## src/rtl/mem8_pkg.sv

```systemverilog
// Shared definitions for the 8-bit memory word sequencer: access size codes, FSM encoding
// and request decode helpers.
package mem8_pkg;

  typedef enum logic [1:0] {
    SIZE_BYTE = 2'b00,
    SIZE_HALF = 2'b01,
    SIZE_WORD = 2'b10,
    SIZE_ILL  = 2'b11
  } size_e;

  typedef enum logic [1:0] {
    StIdle   = 2'b00,
    StAccess = 2'b01,
    StResp   = 2'b10
  } state_e;

  // Index of the final beat for a legal size.
  function automatic logic [1:0] size_to_last(size_e size);
    case (size)
      SIZE_HALF: return 2'd1;
      SIZE_WORD: return 2'd3;
      default:   return 2'd0;
    endcase
  endfunction

  // Requests rejected without touching memory: illegal size or misaligned address.
  function automatic logic req_is_error(size_e size, logic [1:0] addr_lo);
    case (size)
      SIZE_BYTE: return 1'b0;
      SIZE_HALF: return addr_lo[0];
      SIZE_WORD: return addr_lo != 2'b00;
      default:   return 1'b1;
    endcase
  endfunction

endpackage

```

## src/rtl/mem8_word_sequencer_if.sv

```systemverilog
// Load/store request, response and byte-memory signals of the word sequencer.
// slave = sequencer side, master = load/store unit plus memory side.
interface mem8_word_sequencer_if #(
  parameter int unsigned ADDR_W     = 8,
  parameter int unsigned WORD_BYTES = 4
);
  logic                    ReqValid;
  logic                    ReqReady;
  logic                    ReqWrite;
  logic [1:0]              ReqSize;
  logic                    ReqSigned;
  logic [ADDR_W-1:0]       ReqAddr;
  logic [8*WORD_BYTES-1:0] ReqWData;

  logic                    RspValid;
  logic                    RspReady;
  logic [8*WORD_BYTES-1:0] RspRData;
  logic                    RspErr;

  logic [ADDR_W-1:0]       MemAddr;
  logic [7:0]              MemWriteData;
  logic                    MemWrite;
  logic                    MemRead;
  logic [7:0]              MemReadData;

  modport slave (
    input  ReqValid, ReqWrite, ReqSize, ReqSigned, ReqAddr, ReqWData, RspReady, MemReadData,
    output ReqReady, RspValid, RspRData, RspErr, MemAddr, MemWriteData, MemWrite, MemRead
  );

  modport master (
    output ReqValid, ReqWrite, ReqSize, ReqSigned, ReqAddr, ReqWData, RspReady, MemReadData,
    input  ReqReady, RspValid, RspRData, RspErr, MemAddr, MemWriteData, MemWrite, MemRead
  );
endinterface

```

## src/rtl/mem8_load_extend.sv

```systemverilog
// Combinational load-result formatter: zero- or sign-extends byte and half loads to 32 bits.
module mem8_load_extend
  import mem8_pkg::*;
(
  input  logic [31:0] rdata,
  input  size_e       size,
  input  logic        sext,
  output logic [31:0] result
);

  always_comb begin
    result = rdata;
    case (size)
      SIZE_BYTE: result = {{24{sext & rdata[7]}}, rdata[7:0]};
      SIZE_HALF: result = {{16{sext & rdata[15]}}, rdata[15:0]};
      default:   result = rdata;
    endcase
  end

endmodule

```

## src/rtl/mem8_word_sequencer.sv

```systemverilog
// Splits byte/half/word load-store requests into little-endian byte beats on a single-port
// 256x8 memory and returns an assembled, optionally sign-extended response.
module mem8_word_sequencer
  import mem8_pkg::*;
#(
  parameter int unsigned ADDR_W     = 8,
  parameter int unsigned WORD_BYTES = 4
) (
  input  logic                  Clk,
  input  logic                  Rst,
  mem8_word_sequencer_if.slave  bus
);

  localparam int unsigned DataW = 8 * WORD_BYTES;

  state_e            state_q, state_d;
  logic [ADDR_W-1:0] addr_q;
  size_e             size_q;
  logic              write_q;
  logic              sext_q;
  logic              err_q;
  logic [DataW-1:0]  wdata_q;
  logic [DataW-1:0]  rdata_q;
  logic [1:0]        beat_q;
  logic [1:0]        last_q;

  logic              req_ready;
  logic              fire;
  logic              req_err;
  size_e             req_size;
  logic [31:0]       load_result;

  assign req_size  = size_e'(bus.ReqSize);
  assign req_err   = req_is_error(req_size, bus.ReqAddr[1:0]);
  // Ready is gated by Rst directly so nothing is accepted while reset is held.
  assign req_ready = (state_q == StIdle) && !Rst;
  assign fire      = bus.ReqValid && req_ready;

  always_ff @(posedge Clk or posedge Rst) begin
    if (Rst) begin
      state_q <= StIdle;
    end else begin
      state_q <= state_d;
    end
  end

  always_comb begin
    state_d = state_q;
    case (state_q)
      StIdle: begin
        if (fire) state_d = req_err ? StResp : StAccess;
      end
      StAccess: begin
        if (beat_q == last_q) state_d = StResp;
      end
      StResp: begin
        if (bus.RspReady) state_d = StIdle;
      end
      default: state_d = StIdle;
    endcase
  end

  always_ff @(posedge Clk or posedge Rst) begin
    if (Rst) begin
      addr_q  <= '0;
      size_q  <= SIZE_BYTE;
      write_q <= 1'b0;
      sext_q  <= 1'b0;
      err_q   <= 1'b0;
      wdata_q <= '0;
      rdata_q <= '0;
      beat_q  <= '0;
      last_q  <= '0;
    end else if (fire) begin
      addr_q  <= bus.ReqAddr;
      size_q  <= req_size;
      write_q <= bus.ReqWrite;
      sext_q  <= bus.ReqSigned;
      err_q   <= req_err;
      wdata_q <= bus.ReqWData;
      rdata_q <= '0;
      beat_q  <= '0;
      last_q  <= size_to_last(req_size);
    end else if (state_q == StAccess) begin
      if (!write_q) rdata_q[8*beat_q +: 8] <= bus.MemReadData;
      beat_q <= beat_q + 2'd1;
    end
  end

  mem8_load_extend u_load_extend (
    .rdata  (rdata_q[31:0]),
    .size   (size_q),
    .sext   (sext_q),
    .result (load_result)
  );

  always_comb begin
    bus.ReqReady     = req_ready;
    bus.RspValid     = 1'b0;
    bus.RspErr       = 1'b0;
    bus.RspRData     = '0;
    bus.MemAddr      = '0;
    bus.MemWriteData = '0;
    bus.MemWrite     = 1'b0;
    bus.MemRead      = 1'b0;
    case (state_q)
      StAccess: begin
        // Aligned accesses never carry out of the low address bits, so no wrap handling.
        bus.MemAddr      = addr_q + ADDR_W'(beat_q);
        bus.MemWriteData = wdata_q[8*beat_q +: 8];
        bus.MemWrite     = write_q;
        bus.MemRead      = !write_q;
      end
      StResp: begin
        bus.RspValid = 1'b1;
        bus.RspErr   = err_q;
        bus.RspRData = (err_q || write_q) ? '0 : DataW'(load_result);
      end
      default: ;
    endcase
  end

endmodule

```

## src/flat_wrapper.sv

```systemverilog
// flat-port wrapper written by rule: the top's interface ports become plain ports
module mem8_word_sequencer_flat import mem8_pkg::*;
#(
  parameter int unsigned ADDR_W     = 8,
  parameter int unsigned WORD_BYTES = 4
)
  (Clk, Rst, bus_ReqValid, bus_ReqWrite, bus_ReqSize, bus_ReqSigned, bus_ReqAddr, bus_ReqWData, bus_RspReady, bus_MemReadData, bus_ReqReady, bus_RspValid, bus_RspRData, bus_RspErr, bus_MemAddr, bus_MemWriteData, bus_MemWrite, bus_MemRead);
  mem8_word_sequencer_if #(.ADDR_W(ADDR_W), .WORD_BYTES(WORD_BYTES)) bus_i ();
  input  logic Clk;
  input  logic Rst;
  input wire logic [$bits(bus_i.ReqValid)-1:0] bus_ReqValid;
  input wire logic [$bits(bus_i.ReqWrite)-1:0] bus_ReqWrite;
  input wire logic [$bits(bus_i.ReqSize)-1:0] bus_ReqSize;
  input wire logic [$bits(bus_i.ReqSigned)-1:0] bus_ReqSigned;
  input wire logic [$bits(bus_i.ReqAddr)-1:0] bus_ReqAddr;
  input wire logic [$bits(bus_i.ReqWData)-1:0] bus_ReqWData;
  input wire logic [$bits(bus_i.RspReady)-1:0] bus_RspReady;
  input wire logic [$bits(bus_i.MemReadData)-1:0] bus_MemReadData;
  output wire logic [$bits(bus_i.ReqReady)-1:0] bus_ReqReady;
  output wire logic [$bits(bus_i.RspValid)-1:0] bus_RspValid;
  output wire logic [$bits(bus_i.RspRData)-1:0] bus_RspRData;
  output wire logic [$bits(bus_i.RspErr)-1:0] bus_RspErr;
  output wire logic [$bits(bus_i.MemAddr)-1:0] bus_MemAddr;
  output wire logic [$bits(bus_i.MemWriteData)-1:0] bus_MemWriteData;
  output wire logic [$bits(bus_i.MemWrite)-1:0] bus_MemWrite;
  output wire logic [$bits(bus_i.MemRead)-1:0] bus_MemRead;
  assign bus_i.ReqValid = bus_ReqValid;
  assign bus_i.ReqWrite = bus_ReqWrite;
  assign bus_i.ReqSize = bus_ReqSize;
  assign bus_i.ReqSigned = bus_ReqSigned;
  assign bus_i.ReqAddr = bus_ReqAddr;
  assign bus_i.ReqWData = bus_ReqWData;
  assign bus_i.RspReady = bus_RspReady;
  assign bus_i.MemReadData = bus_MemReadData;
  assign bus_ReqReady = bus_i.ReqReady;
  assign bus_RspValid = bus_i.RspValid;
  assign bus_RspRData = bus_i.RspRData;
  assign bus_RspErr = bus_i.RspErr;
  assign bus_MemAddr = bus_i.MemAddr;
  assign bus_MemWriteData = bus_i.MemWriteData;
  assign bus_MemWrite = bus_i.MemWrite;
  assign bus_MemRead = bus_i.MemRead;
  mem8_word_sequencer #(.ADDR_W(ADDR_W), .WORD_BYTES(WORD_BYTES)) u_core (.Clk(Clk), .Rst(Rst), .bus(bus_i));
endmodule
```

## config.mk

```make
export PLATFORM = sky130hd
export DESIGN_NAME = mem8_word_sequencer_flat
export DESIGN_NICKNAME = d
export VERILOG_FILES = /design/src/rtl/mem8_pkg.sv /design/src/rtl/mem8_word_sequencer_if.sv /design/src/rtl/mem8_load_extend.sv /design/src/rtl/mem8_word_sequencer.sv /design/src/flat_wrapper.sv
export SDC_FILE = /design/constraint.sdc
export NUM_CORES = 1
export LEC_CHECK = 0
export BUFFER_PORTS_ARGS = -buffer_cell sky130_fd_sc_hd__buf_2
export CAP_MARGIN = 20
export CORE_ASPECT_RATIO = 1.1
export CORE_MARGIN = 4
export CORE_UTILIZATION = 55
export CTS_CLUSTER_DIAMETER = 150
export DETAILED_ROUTE_END_ITERATION = 10
export PLACE_DENSITY_LB_ADDON = 0.08
export SYNTH_ARGS = -nofsm -noshare
export SYNTH_HDL_FRONTEND = slang
export SYNTH_SLANG_ARGS = --single-unit
```

## constraint.sdc

```tcl
create_clock -name Clk -period 5.8 [get_ports Clk]
set_input_delay 1.45 -clock Clk [delete_from_list [all_inputs] [get_ports Clk]]
set_output_delay 1.45 -clock Clk [all_outputs]
set_load 0.01 [all_outputs]
```

# Word-level counts from Yosys, hierarchy flattened
# Cells that the tools add are included.
# classes
reduce_logical,12
n_bitwise,2
n_addsub,3
n_shift,3
muxes,22
eq_ne,10
# op_table
cell,n
$mux 32,5
$pmux 32 s2,1
$neg 5->34,1
$shift 8x34->32 const A,1
$shiftx 8x34->32,1
$bwmux 32,1
$shiftx 32x6->8,1
$mux 8,2
$mux 2,6
$add 8x2->8,1
$eq 2x1->1 const B,3
$logic_not 2->1,3
$pmux 2 s3,1
$eq 2x2->1 const B,2
$mux 1,4
$ne 2x1->1 const B,2
$ne 2x2->1 const B,2
$pmux 2 s2,1
$reduce_bool 2->1,2
$pmux 1 s3,1
$reduce_and 3->1,1
$add 2x1->2 const B,1
$and 1x1->1,2
$eq 2x2->1,1
other kinds (4),6
# word_totals
elab_cells,62
output_inout_bits,53
ff_bits,83
input_bits,56

# Logic depth before layout (Yosys ltp)
# Gate-level depths: netlist of run 1.
# logic_depth
depth_word,6
ltp_mapped,8
ltp_nobuf,5

# By module
# From an unflattened synthesis of run 1, not the netlist that was laid out.
# unflattened
hier_cells,406
hier_area_um2,4555.6
# by_module_without_submodules
module,instances,cells_per_inst,area_each_um2,seq_area_each_um2
mem8_word_sequencer,1,340,4170.2,2077.0
mem8_load_extend,1,66,385.4,0.0

# Worst setup path after synthesis of run 1
# No wires, ideal clock.
# synth_timing
path_type,in2out
start,input Rst
end,output bus_ReqReady
setup_slack_ns,2.641
t_required_ns,4.350
t_arrival_ns,1.709
cell_stages,1
n_path_buf,0
cell_sequence,nor3_1
# synth_between
elab_chain_len,2
# synth_rtl
item,line,rtl
"start, declared",flat_wrapper.sv:10,input logic Rst;
$logic_not 1->1,mem8_word_sequencer.sv:36,assign req_ready = (state_q == StIdle) && !Rst;
$logic_and 1x1->1,mem8_word_sequencer.sv:36,
"end, declared",flat_wrapper.sv:19,output wire logic [$bits(bus_i.ReqReady)-1:0] bus_ReqReady;
# Every way passes these cells.

# Worst setup path after layout of run 1
# layout_timing
start,register u_core.beat_q[0]
end,output bus_MemAddr[7]
# layout_between
elab_chain_len,2
# layout_rtl
item,line,rtl
"start, declared",mem8_word_sequencer.sv:24,logic [1:0] beat_q;
"start signal, assigned",mem8_word_sequencer.sv:86,beat_q <= beat_q + 2'd1;
$add 8x2->8,mem8_word_sequencer.sv:109,bus.MemAddr = addr_q + ADDR_W'(beat_q);
$mux 8,mem8_word_sequencer.sv:106,case (state_q)
"end, declared",flat_wrapper.sv:23,output wire logic [$bits(bus_i.MemAddr)-1:0] bus_MemAddr;
# Every way passes these cells.

==> results of run 1 <==
[where the power goes]
part | switching (W) | internal, W | total [W]
registers | 0.000201 | 0.000776 | 0.000977
logic | 0.000340 | 0.000388 | 0.000728
clock network | 0.000191 | 0.000247 | 0.000438
[routing by layer]
layer / global-route usage [%] / wire length, µm / part of all wire, %
met4: 7.33 / 93 / 0.96
met1: 27.4 / 4030 / 42
met5: 0 / 0 / 0
met3: 5.30 / 735 / 7.6
met2: 35.7 / 4780 / 50
[final cells by class]
class	count	area, µm²
Fill cell	669	2700
Timing Repair Buffer	115	586
Tap cell	108	135
Clock inverter	3	65.1
Inverter	8	31.3
Sequential cell	83	2080
Multi-Input combinational cell	277	2140
Clock buffer	10	138
[layout by cell type, fill, tap and decap left out, types with 3 or more instances in the layout]
| cell | synthesis | final |
|---|---|---|
| a21oi_1 | 39 | 39 |
| o21ai_0 | 13 | 13 |
| xor2_1 | 3 | 3 |
| dfrtp_1 | 83 | 83 |
| ha_1 | 10 | 10 |
| mux2_2 | 45 | 45 |
| nand4bb_1 | 3 | 3 |
| buf_4 | 8 | 4 |
| mux4_2 | 8 | 8 |
| nor3_2 | 12 | 12 |
| nand2_1 | 31 | 31 |
| nor3_1 | 7 | 7 |
| nor2b_1 | 16 | 16 |
| nor4bb_1 | 4 | 4 |
| clkbuf_8 | 0 | 10 |
| inv_1 | 8 | 7 |
| nor2_1 | 7 | 7 |
| and2_1 | 20 | 20 |
| nand3_1 | 27 | 27 |
| or3_1 | 3 | 3 |
| a32o_1 | 8 | 8 |
| nor3b_2 | 3 | 3 |
| buf_2 | 9 | 110 |
[registers in the layout, indices dropped and copies added, names as in the netlist]
signal / flops
u_core.wdata_q: 32
u_core.write_q: 1
u_core.beat_q: 2
u_core.state_q: 2
u_core.addr_q: 8
u_core.rdata_q: 32
u_core.err_q: 1
u_core.last_q: 2
u_core.sext_q: 1
u_core.size_q: 2
[cell usage after synthesis]
library cell,n,area [µm²]
a211o_1,1,8.76
a211oi_1,1,7.51
a21oi_1,39,195
a21oi_2,1,8.76
a32o_1,8,80.1
and2_1,20,125
buf_2,9,45.0
buf_4,8,60.1
buf_6,3,33.8
buf_8,1,15.0
clkbuf_1,7,26.3
clkbuf_2,2,10.0
dfrtp_1,83,2080
fa_1,1,20.0
ha_1,10,125
inv_1,8,30.0
mux2_2,45,507
mux2i_1,1,10.0
mux4_2,8,180
nand2_1,31,116
nand2b_1,1,6.26
nand2b_4,1,13.8
nand3_1,27,135
nand4_1,1,6.26
nand4bb_1,3,33.8
nor2_1,7,26.3
nor2_2,1,6.26
nor2b_1,16,100
nor2b_2,1,8.76
nor3_1,7,35.0
nor3_2,12,120
nor3b_1,1,7.51
nor3b_2,3,37.5
nor4b_4,1,23.8
nor4bb_1,4,40.0
o21a_1,1,7.51
o21ai_0,13,65.1
o31ai_1,2,15.0
or3_1,3,18.8
or4_1,2,15.0
xnor2_1,1,8.76
xor2_1,3,26.3
[kinds of logic after synthesis]
logic type	after synthesis	share of synthesized area (%)
xor gates and xnor gates	4	0.790
adders and majority gates	11	3.27
muxes	54	15.7
buffers and inverters	38	4.96
and+or+nand+nor	142	19.7
DFF	83	46.8
AOI/OAI and AO/OA	66	8.74
[per-stage QoR]
stage	total power [W]	instances	area (µm²)	setup WS (ps)	hold slack (ps)
3_3_place_gp	0.00169	588	4950	2250	470
3_5_place_dp	0.00172	588	4950	2180	476
4_1_cts	0.00216	601	5160	1810	496
2_1_floorplan	0.00155	398	4440	2210	460
6_report	0.00214	604	5170	1870	496
5_1_grt	0.00230	604	5170	1690	506
[path summary, 6_finish.rpt]
kind | slack, ps | start | end | cells after the start
max | 1870 | u_core.beat_q[0]$_DFFE_PP0P_ | bus_MemAddr[7] | 5
min | 500 | u_core.rdata_q[10]$_DFFE_PP0P_ | u_core.rdata_q[10]$_DFFE_PP0P_ | 1
max reg2reg | 3320 | u_core.beat_q[0]$_DFFE_PP0P_ | u_core.rdata_q[21]$_DFFE_PP0P_ | 5
min reg2reg | 500 | u_core.rdata_q[10]$_DFFE_PP0P_ | u_core.rdata_q[10]$_DFFE_PP0P_ | 1
max in group asynchronous | 3580 | Rst | u_core.wdata_q[15]$_DFFE_PP0P_ | 3
min in group asynchronous | 1210 | Rst | u_core.state_q[0]$_DFFE_PP0P_ | 2
[worst register-to-register path, cell delays in order, from the launching register on]
cell and delay, ps:
dfrtp_1 910, inv_1 280, ha_1 450, nor3b_2 450, nand3_1 160, a21oi_1 160
==> flow_metrics.env, run 1 <==
export IMPL_p_per_area_nw_per_um2=414
export IMPL_numClockSinks=83
export IMPL_max_cap_violations=0
export IMPL_max_slew_margin_pct=34.2
export IMPL_vias=3367
export IMPL_worst_slew_pin_slew_ps=987
export IMPL_post_route_util_pct=65.7
export IMPL_layout_min_cycle_time_ps=3930
export IMPL_dp_hpwl_um=7050
export IMPL_fmax_mhz=254
export IMPL_die_x_um=93.6
export IMPL_setup_violations=0
export IMPL_cpLargestDelayFamily="flip-flops"
export IMPL_drt_iter0_drc=92
export IMPL_crit_top_cell="a21oi_1"
export IMPL_ir_drop_uv=280
export IMPL_rows=34
export IMPL_critPathArrivalTime_ps=2480
export IMPL_syn_area_um2=4440
export IMPL_syn_to_final_growth_pct=16.5
export IMPL_antenna_found_initial=0
export IMPL_drt_wl_total_um=9640
export IMPL_htree_levels=3
export IMPL_ys_types=42
export IMPL_clockBufferDepth=2
export IMPL_clk_pin_slew_ps=80
export IMPL_globalplace_congestion=0.778
export IMPL_critPathRequiredTime_ps=4350
export IMPL_syn_inst=398
export IMPL_crit_path_max_incr_delay_ps=910
export IMPL_path_class="reg2out"
export IMPL_fin_setup_tns_ps=0
export IMPL_route_detailed_drc=0
export IMPL_syn_area_per_cell_um2=11.2
export IMPL_cpMaxStageDelayCell="dfrtp_1"
export IMPL_cp_max_fo=17
export IMPL_cts_inserted_buffers=9
export IMPL_cp_start_kind="register"
export IMPL_overflow=0
export IMPL_status="finished, final reports clean"
export IMPL_critPathBufInv=1
export IMPL_initial_core_util_pct=56.4
export IMPL_p_leak_nw=2.37
export IMPL_cts_tree="done"
export IMPL_postCtsResizedCells=0
export IMPL_io_buffers=108
export IMPL_rsz0062_at_grt="false"
export IMPL_crit_chain="ha_1 -> a21oi_1 -> or4_1 -> a21oi_1 -> buf_2"
export IMPL_grt_pass1_wl_um=16000
export IMPL_hold_class="reg2reg"
export IMPL_core_um2=7870
export IMPL_insertion_delay_ps=340
export IMPL_die_h_um=102
export IMPL_synth_sequential_area_ratio_pct=46.8
export IMPL_finalClockSkew_ps=9.87
export IMPL_die_area_um2=9570
export IMPL_first_pass_iters=4
export IMPL_cts_setup_buffers=0
export IMPL_viasPerCell=5.57
export IMPL_grt_start_max_net_pins=54
export IMPL_drv_slew=0
export IMPL_postCtsHoldBufs=0
export IMPL_endpoint_kind="output port"
export IMPL_first_global_vias=3410
export IMPL_period_share_pct=67.8
export IMPL_num_nets_final=561
export IMPL_hold_viol=0
export IMPL_ant_nets=0
export IMPL_clockRootBuffer="clkbuf_8"
export IMPL_synth_nets=465
export IMPL_gr_usage_all_layers_pct=21.3
export IMPL_yosysWarnings=0
export IMPL_wl_per_cell_um=16.0
export IMPL_diodes=0
export IMPL_ys_ff_latch=83
export IMPL_ioPinCount=109
export IMPL_drive_gt1_share_pct=40.7
Power figures use the tool's default switching activity.
==> run 2: changes to the inputs <==
--- a/config.mk
+++ b/config.mk
@@ -5,11 +5,12 @@
 export SDC_FILE = /design/constraint.sdc
 export NUM_CORES = 1
 export LEC_CHECK = 0
+export ABC_AREA = 1
 export BUFFER_PORTS_ARGS = -buffer_cell sky130_fd_sc_hd__buf_2
 export CAP_MARGIN = 20
 export CORE_ASPECT_RATIO = 1.1
 export CORE_MARGIN = 4
-export CORE_UTILIZATION = 55
+export CORE_UTILIZATION = 48
 export CTS_CLUSTER_DIAMETER = 150
 export DETAILED_ROUTE_END_ITERATION = 10
 export PLACE_DENSITY_LB_ADDON = 0.08
==> constraint.sdc (replaced) <==
create_clock -name Clk -period 3.58 [get_ports Clk]
set_input_delay 0.895 -clock Clk [delete_from_list [all_inputs] [get_ports Clk]]
set_output_delay 0.895 -clock Clk [all_outputs]
set_load 0.01 [all_outputs]
==> run 2 against run 1 <==
Compared with the run above: register-to-register slack got worse by 2100 ps; critical path type unchanged; largest cell class is now flip-flops and latches; global-route usage shrank 0.40 points; cell count up 33%; first-iteration DRC count rose to 2.6 times the previous value; setup slack lost 1400 ps.
==> flow_metrics.env, run 2 <==
export IMPL_status="finished, final reports clean"
export IMPL_endpoint_kind="output port"
export IMPL_drt_wl_total_um=10800
export IMPL_overflow=0
export IMPL_design_area_um2=5260
export IMPL_synth_most_common_cell="nand2_1"
export IMPL_critPathArrivalTime_ps=2190
export IMPL_regArea_um2=2080
export IMPL_synth_nets=655
export IMPL_r2r_end="u_core.rdata_q[24]$_DFFE_PP0P_"
export IMPL_num_nets_final=756
export IMPL_most_common_layout_cells="171 x nand2_1, 108 x buf_2, 83 x dfrtp_1"
export IMPL_viasPerCell=4.98
export IMPL_p_per_area_nw_per_um2=685
export IMPL_io_buffers=108
export IMPL_p_leak_nw=2.82
export IMPL_grt_start_max_net_pins=84
export IMPL_dp_hpwl_um=7640
export IMPL_max_cap_violations=0
export IMPL_rows=36
export IMPL_hold_viol=0
export IMPL_fin_setup_tns_ps=0
export IMPL_synthTopCellsByCount="171 x nand2_1, 83 x dfrtp_1, 79 x inv_1"
export IMPL_cts_tree="done"
export IMPL_synth_ff_type="dfrtp_1"
export IMPL_ant_nets=0
export IMPL_layout_min_cycle_time_ps=3090
export IMPL_rsz0062_at_grt="false"
export IMPL_numClockSinks=83
export IMPL_gr_usage_all_layers_pct=20.9
export IMPL_drv_slew=0
export IMPL_die_h_um=109
export IMPL_core_um2=8920
export IMPL_syn_area_per_cell_um2=7.51
export IMPL_multi_input_area_um2=1910
export IMPL_yosys_area_top_type="dfrtp_1"
export IMPL_final_common_cell="nand2_1"
export IMPL_holdPathStages=2
export IMPL_n_fill_cell=881
export IMPL_cts_inserted_buffers=9
export IMPL_period_share_pct=86.3
export IMPL_drt_iter0_drc=238
export IMPL_insertion_delay_ps=360
export IMPL_drive_gt1_share_pct=21.1
export IMPL_route_detailed_drc=0
export IMPL_worst_slew_pin_slew_ps=658
export IMPL_max_slew_margin_pct=56.2
export IMPL_hold_class="reg2reg"
export IMPL_initial_core_util_pct=49.5
export IMPL_diodes=0
export IMPL_cp_start_kind="register"
export IMPL_netlist_area_leader_share_pct=47.1
export IMPL_globalplace_congestion=0.810
export IMPL_synth_sequential_area_ratio_pct=47.1
export IMPL_yosys_top_cells_area="dfrtp_1 47%, nand2_1 15%, inv_1 6.7%"
export IMPL_synth_edff_count=0
export IMPL_postCtsResizedCells=0
export IMPL_reg_top3="u_core.rdata_q: 32 flops, u_core.wdata_q: 32 flops, u_core.addr_q: 8 flops"
export IMPL_syn_to_final_growth_pct=19.1
export IMPL_r2r_cells=6
export IMPL_clockRootBuffer="clkbuf_8"
export IMPL_syn_area_um2=4410
export IMPL_rr_startpoint="u_core.beat_q[0]$_DFFE_PP0P_"
export IMPL_min_to="u_core.wdata_q[3]$_DFFE_PP0P_"
export IMPL_syn_inst=588
export IMPL_ir_drop_uv=312
export IMPL_die_area_um2=10800
export IMPL_critPathRequiredTime_ps=2680
export IMPL_synthArstFlopShare_pct=100
export IMPL_antenna_found_initial=0
export IMPL_die_x_um=99.4
export IMPL_fmax_mhz=324
export IMPL_yosysWarnings=0
export IMPL_placed_cell_area_um2=5010
export IMPL_postCtsHoldBufs=0
export IMPL_setup_violations=0
export IMPL_htree_levels=3
export IMPL_first_global_vias=3956
export IMPL_cp_max_fo=19
export IMPL_reg2reg_slack_ps=1180
export IMPL_grt_pass1_wl_um=18100
export IMPL_wl_per_cell_um=13.4
export IMPL_path_class="reg2out"
export IMPL_clk_pin_slew_ps=80
export IMPL_vias=4013
export IMPL_ioPinCount=109
export IMPL_first_pass_iters=5
export IMPL_ys_ff_latch=83
export IMPL_ys_types=29
export IMPL_clockBufferDepth=2
export IMPL_finalClockSkew_ps=7.86
export IMPL_cts_setup_buffers=0
export IMPL_hp_start="u_core.wdata_q[3]$_DFFE_PP0P_"
-- run 2: changes by cell type after synthesis, moves of 9 or more --
cell,previous run,this run
nor3_2,12,0
nor2b_1,16,0
inv_1,8,79
o21ai_0,13,59
and2_1,20,0
a21oi_2,1,10
mux2_2,45,0
nor2_1,7,64
nand2_1,31,171
-- run 2: worst max-delay path by stage --
stage / from / endpoint
6_report: u_core.size_q[1]$_DFFE_PP0P_ / bus_RspRData[16]
5_1_grt: u_core.size_q[1]$_DFFE_PP0P_ / bus_RspRData[16]
4_1_cts: u_core.size_q[1]$_DFFE_PP0P_ / bus_RspRData[16]
3_5_place_dp: u_core.size_q[1]$_DFFE_PP0P_ / bus_RspRData[16]
3_3_place_gp: u_core.size_q[1]$_DFFE_PP0P_ / bus_RspRData[16]
2_1_floorplan: Rst / u_core.addr_q[1]$_DFFE_PP0P_
-- run 2: kinds of logic (layout without fill, tap and decap cells) --
kind of cell	after synthesis	in the layout	share of synthesized area [%]
flops	83	83	47.1
compound gates	116	116	14.7
fa+ha+maj	11	11	3.29
buf+inv	105	209	9.75
simple gates	272	272	25.0
xor+xnor	1	1	0.199
-- run 2: critical path, stage by stage, from the launching register on --
cell,delay (ps)
dfrtp_1,330
buf_4,270
or2_1,400
nor2_8,80
o21ai_4,480
a21oi_1,110
buf_2,170
-- run 2: per-layer routing --
metal	vias to the layer above	global-route usage [%]	routed length, µm
li1	2037	-	-
met1	1856	27.7	4800
met2	106	34.0	5210
met3	14	5.16	671
met4	0	6.73	162
met5	-	0	0
-- run 2: cell type report --
class,instances,share of cell area (%)
Sequential cell,83,39.5
Multi-Input combinational cell,400,36.3
Timing Repair Buffer,114,11.5
Inverter,81,5.81
Clock buffer,12,2.95
Tap cell,114,2.71
Clock inverter,2,1.14
-- run 2: power by group --
part / leakage [nW] / switching (W) / internal (W)
combinational: 1.63 / 0.000940 / 0.000461
sequential: 1.08 / 0.000203 / 0.00125
clock: 0.109 / 0.000322 / 0.000424
-- run 2: per-stage QoR --
step	total power, W	std cells	util (%)	hold WS (ps)	setup WS, ps
2_1_floorplan	0.00248	588	-	444	11.6
3_3_place_gp	0.00283	791	56.2	457	946
3_5_place_dp	0.00288	791	56.2	461	844
4_1_cts	0.00363	805	58.6	482	461
5_1_grt	0.00391	806	58.9	500	312
6_report	0.00360	806	58.9	477	490
==> run 3: changes to the inputs <==
--- a/config.mk
+++ b/config.mk
@@ -14,6 +14,7 @@
 export CTS_CLUSTER_DIAMETER = 150
 export DETAILED_ROUTE_END_ITERATION = 10
 export PLACE_DENSITY_LB_ADDON = 0.08
+export REMOVE_ABC_BUFFERS = 1
 export SYNTH_ARGS = -nofsm -noshare
 export SYNTH_HDL_FRONTEND = slang
 export SYNTH_SLANG_ARGS = --single-unit
==> run 3 against run 2 <==
Compared with the run above: critical path depth down 1; clock power fell by 3.6%; largest power group unchanged; flip-flop and latch count stayed put; wire length is 3.7% higher; hold slack improved by 4.3 ps; setup slack better by 140 ps; sequential share of layout area is essentially flat; global-route usage up 0.70 points; critical path type unchanged; final area hardly changed; first-iteration DRC count shrank 13%.
==> flow_metrics.env, run 3 (synthesized netlist as in run 2, its figures left out) <==
export IMPL_status="finished, final reports clean"
export IMPL_first_pass_iters=5
export IMPL_cts_tree="done"
export IMPL_globalplace_congestion=0.916
export IMPL_cts_inserted_buffers=9
export IMPL_critPathRequiredTime_ps=2680
export IMPL_die_x_um=99.4
export IMPL_rsz0062_at_grt="false"
export IMPL_holdPathStages=2
export IMPL_ir_drop_uv=363
export IMPL_most_common_layout_cells="171 x nand2_1, 108 x buf_2, 83 x dfrtp_1"
export IMPL_viasPerCell=4.99
export IMPL_dp_hpwl_um=7730
export IMPL_cts_setup_buffers=0
export IMPL_gr_usage_all_layers_pct=21.6
export IMPL_clockRootBuffer="clkbuf_8"
export IMPL_postCtsResizedCells=0
export IMPL_drt_wl_total_um=11200
export IMPL_grt_pass1_wl_um=18700
export IMPL_r2r_cells=7
export IMPL_die_h_um=109
export IMPL_critPathArrivalTime_ps=2060
export IMPL_period_share_pct=82.5
export IMPL_first_global_vias=3964
export IMPL_layout_min_cycle_time_ps=2950
export IMPL_path_class="reg2out"
export IMPL_vias=4037
export IMPL_fmax_mhz=338
export IMPL_ioPinCount=109
export IMPL_cp_max_fo=36
export IMPL_setup_violations=0
export IMPL_hold_class="reg2reg"
export IMPL_insertion_delay_ps=360
export IMPL_max_cap_violations=0
export IMPL_overflow=0
export IMPL_max_slew_margin_pct=61.2
export IMPL_crit_path_max_incr_delay_ps=440
export IMPL_ant_nets=0
export IMPL_route_detailed_drc=0
export IMPL_place_ws_ps=1030
export IMPL_num_nets_final=757
export IMPL_numClockSinks=83
export IMPL_drt_iter0_drc=207
export IMPL_diodes=0
export IMPL_initial_core_util_pct=49.5
export IMPL_drive_gt1_share_pct=21.6
export IMPL_antenna_found_initial=0
export IMPL_setup_slack_ps=626
export IMPL_p_leak_nw=2.83
export IMPL_fin_hold_ws_ps=481
export IMPL_worst_slew_pin_slew_ps=580
export IMPL_crit_chain="buf_4 -> clkinv_1 -> o21ai_0 -> a21oi_1 -> buf_2"
export IMPL_wl_per_cell_um=13.9
export IMPL_io_buffers=108
export IMPL_final_common_cell="nand2_1"
export IMPL_clockBufferDepth=2
export IMPL_clk_pin_slew_ps=90
export IMPL_postCtsHoldBufs=0
export IMPL_cp_start_kind="register"
export IMPL_grt_start_max_net_pins=84
export IMPL_core_um2=8920
export IMPL_syn_to_final_growth_pct=19.2
export IMPL_die_area_um2=10800
export IMPL_endpoint_kind="output port"
export IMPL_hold_viol=0
export IMPL_reg_top3="u_core.rdata_q: 32 flops, u_core.wdata_q: 32 flops, u_core.addr_q: 8 flops"
export IMPL_cpMaxStageDelayCell="clkinv_1"
export IMPL_drv_slew=0
export IMPL_finalClockSkew_ps=9.09
export IMPL_htree_levels=3
export IMPL_rows=36
export IMPL_p_per_area_nw_per_um2=682
==> run 3: cell count changes in the layout (fill, tap and decap cells not counted), sizes merged <==
cell | previous run | this run
buf | 114 | 115
clkinvlp | 0 | 1
bufinv | 2 | 1
clkinv | 2 | 4
==> run 3: metrics by stage <==
| stage | std cells | util, % | TNS, ps | power [W] | instance area, µm² |
|---|---|---|---|---|---|
| floorplan | 564 | - | -141740 | 0.00241 | 4290 |
| global placement | 792 | 56.3 | 0 | 0.00284 | 5020 |
| detailed placement | 792 | 56.3 | 0 | 0.00288 | 5020 |
| CTS | 808 | 58.7 | 0 | 0.00361 | 5230 |
| global route | 809 | 59.0 | 0 | 0.00391 | 5260 |
| finish | 809 | 59.0 | 0 | 0.00359 | 5260 |
==> run 3: report_power, final <==
| part | switching (W) | internal, W | total [W] |
|---|---|---|---|
| Clock | 0.000341 | 0.000377 | 0.000719 |
| Sequential | 0.000191 | 0.00125 | 0.00144 |
| Combinational | 0.000968 | 0.000464 | 0.00143 |
==> run 3: path summary, 6_finish.rpt <==
check,start,to,slack (ps)
worst max-delay path,u_core.beat_q[0]$_DFFE_PP0P_,bus_MemWriteData[3],630
worst min-delay path,u_core.rdata_q[1]$_DFFE_PP0P_,u_core.rdata_q[1]$_DFFE_PP0P_,480
worst max register to register,u_core.beat_q[0]$_DFFE_PP0P_,u_core.rdata_q[21]$_DFFE_PP0P_,1110
worst min register to register,u_core.rdata_q[1]$_DFFE_PP0P_,u_core.rdata_q[1]$_DFFE_PP0P_,480
max in group asynchronous,Rst,u_core.rdata_q[5]$_DFFE_PP0P_,2400
min in group asynchronous,Rst,u_core.write_q$_DFFE_PP0P_,590
==> run 3: final cells by class <==
class / count / area (µm²)
clock buffer: 12 / 165
inverter: 81 / 305
timing repair buffer: 115 / 613
sequential: 83 / 2080
multi-input combinational: 400 / 1910
fill: 871 / 3660
clock inverter: 4 / 47.5
tap: 114 / 143
==> run 3: worst max-delay path, delay by kind of cell (launching register included) <==
kind,cells,cell delay (ps)
AO/OA/AOI/OAI,2,400
flip-flops,1,350
buffers and inverters,3,940
==> run 3: metal layers <==
layer  global-route usage [%]  up-vias  wire [µm]
met1                     29.0     1852       4970
met5                        0        -          0
li1                         -     2038          -
met3                     4.65       16        730
met4                     6.83        0        170
met2                     35.2      131       5370
